$ cat config.mk
export PLATFORM = sky130hd
export DESIGN_NAME = control_sequencer
export DESIGN_NICKNAME = d
export VERILOG_FILES = /design/src/rtl/ctrl_pkg.sv /design/src/rtl/onehot_dec.sv /design/src/rtl/seq_counter.sv /design/src/rtl/control_sequencer.sv
export SDC_FILE = /design/constraint.sdc
export NUM_CORES = 1
export LEC_CHECK = 0
export ABC_AREA = 1
export CAP_MARGIN = 20
export CORE_MARGIN = 4
export CORE_UTILIZATION = 42
export CTS_BUF_LIST = sky130_fd_sc_hd__clkbuf_4 sky130_fd_sc_hd__clkbuf_8
export CTS_CLUSTER_DIAMETER = 100
export DETAILED_ROUTE_END_ITERATION = 8
export GPL_ROUTABILITY_DRIVEN = 1
export PLACE_DENSITY = 0.91
export REMOVE_ABC_BUFFERS = 1
export SLEW_MARGIN = 20
export SYNTH_ARGS = -nofsm -noshare
export SYNTH_HDL_FRONTEND = slang
export SYNTH_SLANG_ARGS = --single-unit
$ cat constraint.sdc
create_clock -name clk -period 4.2 [get_ports clk]
set_clock_uncertainty 0.1 [all_clocks]
set_input_delay 1.26 -clock clk [delete_from_list [all_inputs] [get_ports clk]]
set_output_delay 1.26 -clock clk [all_outputs]
set_load 0.05 [all_outputs]
$ cat src/rtl/ctrl_pkg.sv
// Shared definitions for the hardwired control sequencer: FSM states and
// default geometry of the instruction register and timing counter.
package ctrl_pkg;

  localparam int DEF_IR_W    = 16;
  localparam int DEF_OP_W    = 3;
  localparam int DEF_SC_W    = 4;
  localparam int DEF_INT_LEN = 3;

  typedef enum logic [1:0] {
    IDLE = 2'd0,
    RUN  = 2'd1,
    INTR = 2'd2
  } state_e;

endpackage

$ cat src/rtl/onehot_dec.sv
// Binary to one-hot decoder with an enable; output is all zero when disabled.
module onehot_dec #(
  parameter int W = 3
) (
  input  logic [W-1:0]      a,
  input  logic              en,
  output logic [2**W-1:0]   y
);

  localparam logic [2**W-1:0] BIT0 = {{(2**W-1){1'b0}}, 1'b1};

  // Decode the selected line.
  always_comb begin
    y = '0;
    if (en) begin
      y = BIT0 << a;
    end else begin
      y = '0;
    end
  end

endmodule

$ cat src/rtl/seq_counter.sv
// Sequence counter with synchronous clear, increment and hold.
// wrap flags an increment from the all-ones value.
module seq_counter #(
  parameter int W = 4
) (
  input  logic         clk,
  input  logic         reset,
  input  logic         clr,
  input  logic         inr,
  output logic [W-1:0] q,
  output logic         wrap
);

  localparam logic [W-1:0] ONE = {{(W-1){1'b0}}, 1'b1};

  logic [W-1:0] q_r;

  // Counter register; clr dominates inr.
  always_ff @(posedge clk) begin
    if (reset) begin
      q_r <= '0;
    end else if (clr) begin
      q_r <= '0;
    end else if (inr) begin
      q_r <= q_r + ONE;
    end else begin
      q_r <= q_r;
    end
  end

  assign q    = q_r;
  assign wrap = inr & ~clr & (q_r == {W{1'b1}});

endmodule

$ cat src/rtl/control_sequencer.sv
// Hardwired timing/control sequencer: T-state generation, opcode decode,
// start/halt, memory stall, interrupt cycle and counter overflow detection.
module control_sequencer
  import ctrl_pkg::*;
#(
  parameter int IR_W    = DEF_IR_W,
  parameter int OP_W    = DEF_OP_W,
  parameter int SC_W    = DEF_SC_W,
  parameter int INT_LEN = DEF_INT_LEN
) (
  input  logic                clk,
  input  logic                reset,
  input  logic                run,
  input  logic                halt,
  input  logic                stall,
  input  logic                seq_end,
  input  logic                irq,
  input  logic                ien,
  input  logic [IR_W-1:0]     ir,
  output logic [2**OP_W-1:0]  D,
  output logic                I,
  output logic [2**SC_W-1:0]  T,
  output logic                R,
  output logic                busy,
  output logic                sc_ovf
);

  localparam logic [SC_W-1:0] INT_LAST = SC_W'(INT_LEN - 1);

  state_e          state_r;
  state_e          state_s;
  logic            halt_pend_r;
  logic            halt_pend_s;
  logic            r_r;
  logic            r_s;
  logic            sc_ovf_r;
  logic            sc_clr_s;
  logic            sc_inr_s;
  logic            sc_wrap_s;
  logic [SC_W-1:0] sc_s;

  seq_counter #(.W(SC_W)) u_sc (
    .clk   (clk),
    .reset (reset),
    .clr   (sc_clr_s),
    .inr   (sc_inr_s),
    .q     (sc_s),
    .wrap  (sc_wrap_s)
  );

  onehot_dec #(.W(OP_W)) u_d_dec (
    .a  (ir[IR_W-2 -: OP_W]),
    .en (1'b1),
    .y  (D)
  );

  onehot_dec #(.W(SC_W)) u_t_dec (
    .a  (sc_s),
    .en (busy),
    .y  (T)
  );

  assign I      = ir[IR_W-1];
  assign busy   = (state_r != IDLE);
  assign R      = r_r;
  assign sc_ovf = sc_ovf_r;

  // Next-state logic: stall beats boundary handling, boundary beats increment.
  always_comb begin
    state_s     = state_r;
    halt_pend_s = halt_pend_r;
    r_s         = r_r;
    sc_clr_s    = 1'b0;
    sc_inr_s    = 1'b0;
    case (state_r)
      IDLE: begin
        if (run) begin
          state_s  = RUN;
          sc_clr_s = 1'b1;
        end else begin
          state_s  = IDLE;
        end
      end
      RUN: begin
        if (stall) begin
          halt_pend_s = halt_pend_r | halt;
        end else if (seq_end) begin
          sc_clr_s = 1'b1;
          if (halt | halt_pend_r) begin
            state_s     = IDLE;
            halt_pend_s = 1'b0;
          end else if (irq & ien) begin
            state_s = INTR;
            r_s     = 1'b1;
          end else begin
            state_s = RUN;
          end
        end else begin
          sc_inr_s    = 1'b1;
          halt_pend_s = halt_pend_r | halt;
        end
      end
      INTR: begin
        if (stall) begin
          halt_pend_s = halt_pend_r | halt;
        end else if (sc_s == INT_LAST) begin
          sc_clr_s = 1'b1;
          r_s      = 1'b0;
          if (halt | halt_pend_r) begin
            state_s     = IDLE;
            halt_pend_s = 1'b0;
          end else begin
            state_s = RUN;
          end
        end else begin
          sc_inr_s    = 1'b1;
          halt_pend_s = halt_pend_r | halt;
        end
      end
      default: begin
        state_s     = IDLE;
        halt_pend_s = 1'b0;
        r_s         = 1'b0;
        sc_clr_s    = 1'b1;
      end
    endcase
  end

  // Control registers; sc_ovf is sticky until reset.
  always_ff @(posedge clk) begin
    if (reset) begin
      state_r     <= IDLE;
      halt_pend_r <= 1'b0;
      r_r         <= 1'b0;
      sc_ovf_r    <= 1'b0;
    end else begin
      state_r     <= state_s;
      halt_pend_r <= halt_pend_s;
      r_r         <= r_s;
      sc_ovf_r    <= sc_ovf_r | sc_wrap_s;
    end
  end

endmodule

Yosys cells after proc, flatten, opt, wreduce, memory -nomap -nowiden
Index checks and enable logic that the tools add are counted.

Flip-flop bits (word level): 9. Output and inout bits: 28. Word-level logic and storage cells: 64.

$add $sub $neg: 1. Equal/unequal tests: 10. Shift operators: 2. Muxes and demuxes: 34. Bitwise gates (word level): 7. Reductions and logical operators: 5.

Operator list (number): 1-bit two-way mux (22); 16-bit two-way mux (1); 1-bit by 4-bit << shifter with 16-bit output, first input constant (1); 2-bit two-way mux (6); 2-bit inequality test, second input constant (6); 1-bit case mux with 3 select lines (3); 1-bit by 3-bit << shifter with 8-bit output, first input constant (1); 7-bit AND reduction (1); 2-bit case mux with 3 select lines (1); 4-bit by 1-bit adder with 4-bit output, second input constant (1); 4-bit by 2-bit equality test with 1-bit output, second input constant (1); 4-bit equality test, second input constant (1); 4-bit AND reduction (1); 1-bit bitwise AND (3); 2-bit by 1-bit equality test with 1-bit output, second input constant (1); 2-bit equality test, second input constant (1); 2-bit logical NOT (1); 1-bit NOT (2); 1-bit bitwise OR (2); 1-bit case mux with 2 select lines (1); 2-bit nonzero test (1); 2-bit OR reduction (1).

Logic depth before layout (Yosys ltp)
Word-level depth: 8. Mapped depth: 10.

By module
From an unflattened synthesis, not the netlist that was laid out.

Cell total of the unflattened synthesis: 144. Area, all modules: 824.5 sq um.

By module, submodules not included: control_sequencer (instances 1, cells each 72, area each 457.9 sq um); seq_counter (instances 1, cells each 24, area each 176.4 sq um); onehot_dec (u_t_dec) (instances 1, cells each 31, area each 126.4 sq um); onehot_dec (u_d_dec) (instances 1, cells each 17, area each 63.8 sq um).

Worst setup path after synthesis
No wires, ideal clock.

Path kind: in2out. Start point: in ir[12]. End point: out D[7]. Data arrival time: 2406 ps. Setup slack: 434 ps. Stages: 2. Cell sequence: inv_1 nor3_1.

Longest elaborated chain between the ends: 1.

RTL lines: start, declared (RTL line control_sequencer.sv:19) `input logic [IR_W-1:0] ir,`; 1-bit by 3-bit << shifter with 8-bit output (RTL line onehot_dec.sv:16) `y = BIT0 << a;`; end, declared (RTL line control_sequencer.sv:20) `output logic [2**OP_W-1:0] D,`.

Every way passes these cells.

Worst setup path in the final report
Ends and elaborated chain as after synthesis.

==> results.toml <==
[clock_network]
path_clk_slew_ns = 0.06
cts_setup_buffers = 0
cts-root-buf = "clkbuf_4"
ctsLongestPathBuffers = 2
cts_num_sinks = 9
clkLatencyLatePin_ns = 0.25
cts_resized = 0
holdBufCountCts = 0
cts_max_level = 1
cts_buffers = 3
cts_tree = "yes"

[die]
die_h_um = 53.8
coreArea_um2 = 1980
ioPinCount = 52
die-width_um = 53.8
die_area_um2 = 2890
initial_core_util_pct = 44.4
rows = 16

[timing]
whs_ns = 0.358
worst_slew_pin_slew_ns = 0.530
relSlewSlack_pct = 64.5
min_period_ns = 3.82
hold_viol_final = 0
fin_tns_setup_ns = 0
fin_crit_sh_pct = 91.0
rsz0062_at_grt = "no"
final-setup-viol-count = 0
setup_ws_ns = 0.377
finalMaxSlewViolations = 0
max_freq_ghz = 0.262

[global_route]
grt_use_total_pct = 19.5
grt_first_pass_wirelength_um = 4240
grt_max_degree = 10
grt_overflow = 0
antenna_found_initial = 0
grt_pass1_vias = 1049

[final_layout]
area_growth_pct = 56.3
nets = 218
final_area_um2 = 1380
diodes = 0
drive_above_1_share_pct = 14.2
fillCellCount = 156
mostFrequentLayoutCells = "29 x nor2_1, 29 x clkdlybuf4s50_1, 27 x nand2_1, 17 x inv_1, 12 x nand3_1"
post-route-util_pct = 69.4

[critical_path]
end_kind = "primary output"
crit_required_ns = 2.84
r2r-start = "state_r[0]"
worstSetupStartpointType = "input pin"
r2r_cells = 7
r2r_end = "u_sc.q[2]"
setup.worst_path.class = "input pin to primary output"
crit_fanout = 5
r2r_setup_slack_ns = 2.49
crit_arrival_ns = 2.46

[power_and_ir_drop]
power.ir.vdd_worst_mv = 0.206
power_leakage_nw = 0.554
power.density_nw_per_um2 = 196

[synthesis]
synth_warnings = 0
syn_inst = 144
synth_area_um2 = 880
synth.avg_cell_area_um2 = 6.11
seq_area_frac_synth_pct = 20.5
synth-seq-cells = 9
synth_cell_types = 20

[hold_path]
hold_depth = 2
min_to = "sc_ovf"
hp-start = "sc_ovf"
hold_class = "flop to flop"

[flow_run]
maxCapViolCount = 0

[routing]
wl_um = 2530
drt_first_pass_iters = 4
via_count = 1050
ant_nets = 0
via_per_inst = 5.00
dr.first_iter.drc_count = 37
wl_per_cell_um = 12.0
drc = 0

[placed_design]
dp_worst_setup_slack_ns = 0.362
place_area_um2 = 1350
port_buffers = 37
dpl.hpwl_um = 2140
gp_congestion = 0.846

[outcome]
status = "complete, no violations"
## layout make-up
type                            instances  area (um^2)  share of cell area (%)
Timing Repair Buffer                   37          450                    32.8
Tap cell                               27         33.8                    2.46
Clock buffer                            4         30.0                    2.18
Multi-Input combinational cell        112          599                    43.6
Sequential cell                         9          180                    13.1
Inverter                               21         81.3                    5.91
## stage by stage
stage	cells	total power [mW]
after floorplan	142	0.157
after global placement	206	0.197
after detailed placement	206	0.201
after CTS	210	0.273
after global routing	210	0.290
final	210	0.269
## where the power goes
| part | leakage [nW] | internal (mW) | switching [mW] | total [mW] |
|---|---|---|---|---|
| Sequential | 0.0730 | 0.0892 | 0.00338 | 0.0926 |
| Combinational | 0.463 | 0.0407 | 0.0660 | 0.107 |
| Clock | 0.0184 | 0.0429 | 0.0273 | 0.0701 |
| Total | 0.554 | 0.173 | 0.0967 | 0.269 |
## worst max-delay path: stages
cell             delay [ns]
clkdlybuf4s50_1        0.55
inv_1                  0.11
nor3_1                 0.35
buf_12                 0.19
## worst max-delay path by stage
stage / from / cells past startpoint / slack, ns / endpoint
4_1_cts: ir[12] / 4 / 0.35 / D[7]
3_5_place_dp: ir[12] / 4 / 0.36 / D[7]
6_report: ir[12] / 4 / 0.38 / D[7]
5_1_grt: ir[12] / 4 / 0.27 / D[7]
3_3_place_gp: ir[12] / 4 / 0.41 / D[7]
2_1_floorplan: ir[12] / 2 / 0.43 / D[7]
## state kept, by name, summed over array words and instances, names as in the netlist
name	count
halt_pend_r	1
R	1
sc_ovf	1
state_r	2
u_sc.q	4
## Yosys cell counts (all sizes together)
master | instances | area share (%)
nor3 | 9 | 5.1
inv | 21 | 9.2
nand2 | 32 | 16
dfxtp | 9 | 20
o21ai | 5 | 2.8
nand4 | 2 | 1.4
nor2 | 32 | 15
a21oi | 7 | 4.0
nand3 | 14 | 9.1
ha | 10 | 14
buf | 2 | 2.1
nand2b | 1 | 0.71
## metal layers
layer  global-route usage, %  vias to the layer above  part of all wire, %
met3                    2.22                        8                  8.2
li1                        -                      534                    -
met4                    11.5                        0                  2.1
met1                    21.4                      461                   39
met2                    35.5                       47                   50
met5                       0                        -                    0
## cells by family after synthesis
family          share of synthesized area (%)
flops                                    20.5
fa+ha+maj                                14.2
simple gates                             47.1
buf+inv                                  11.4
compound gates                           6.83
Power figures use the tool's default switching activity.
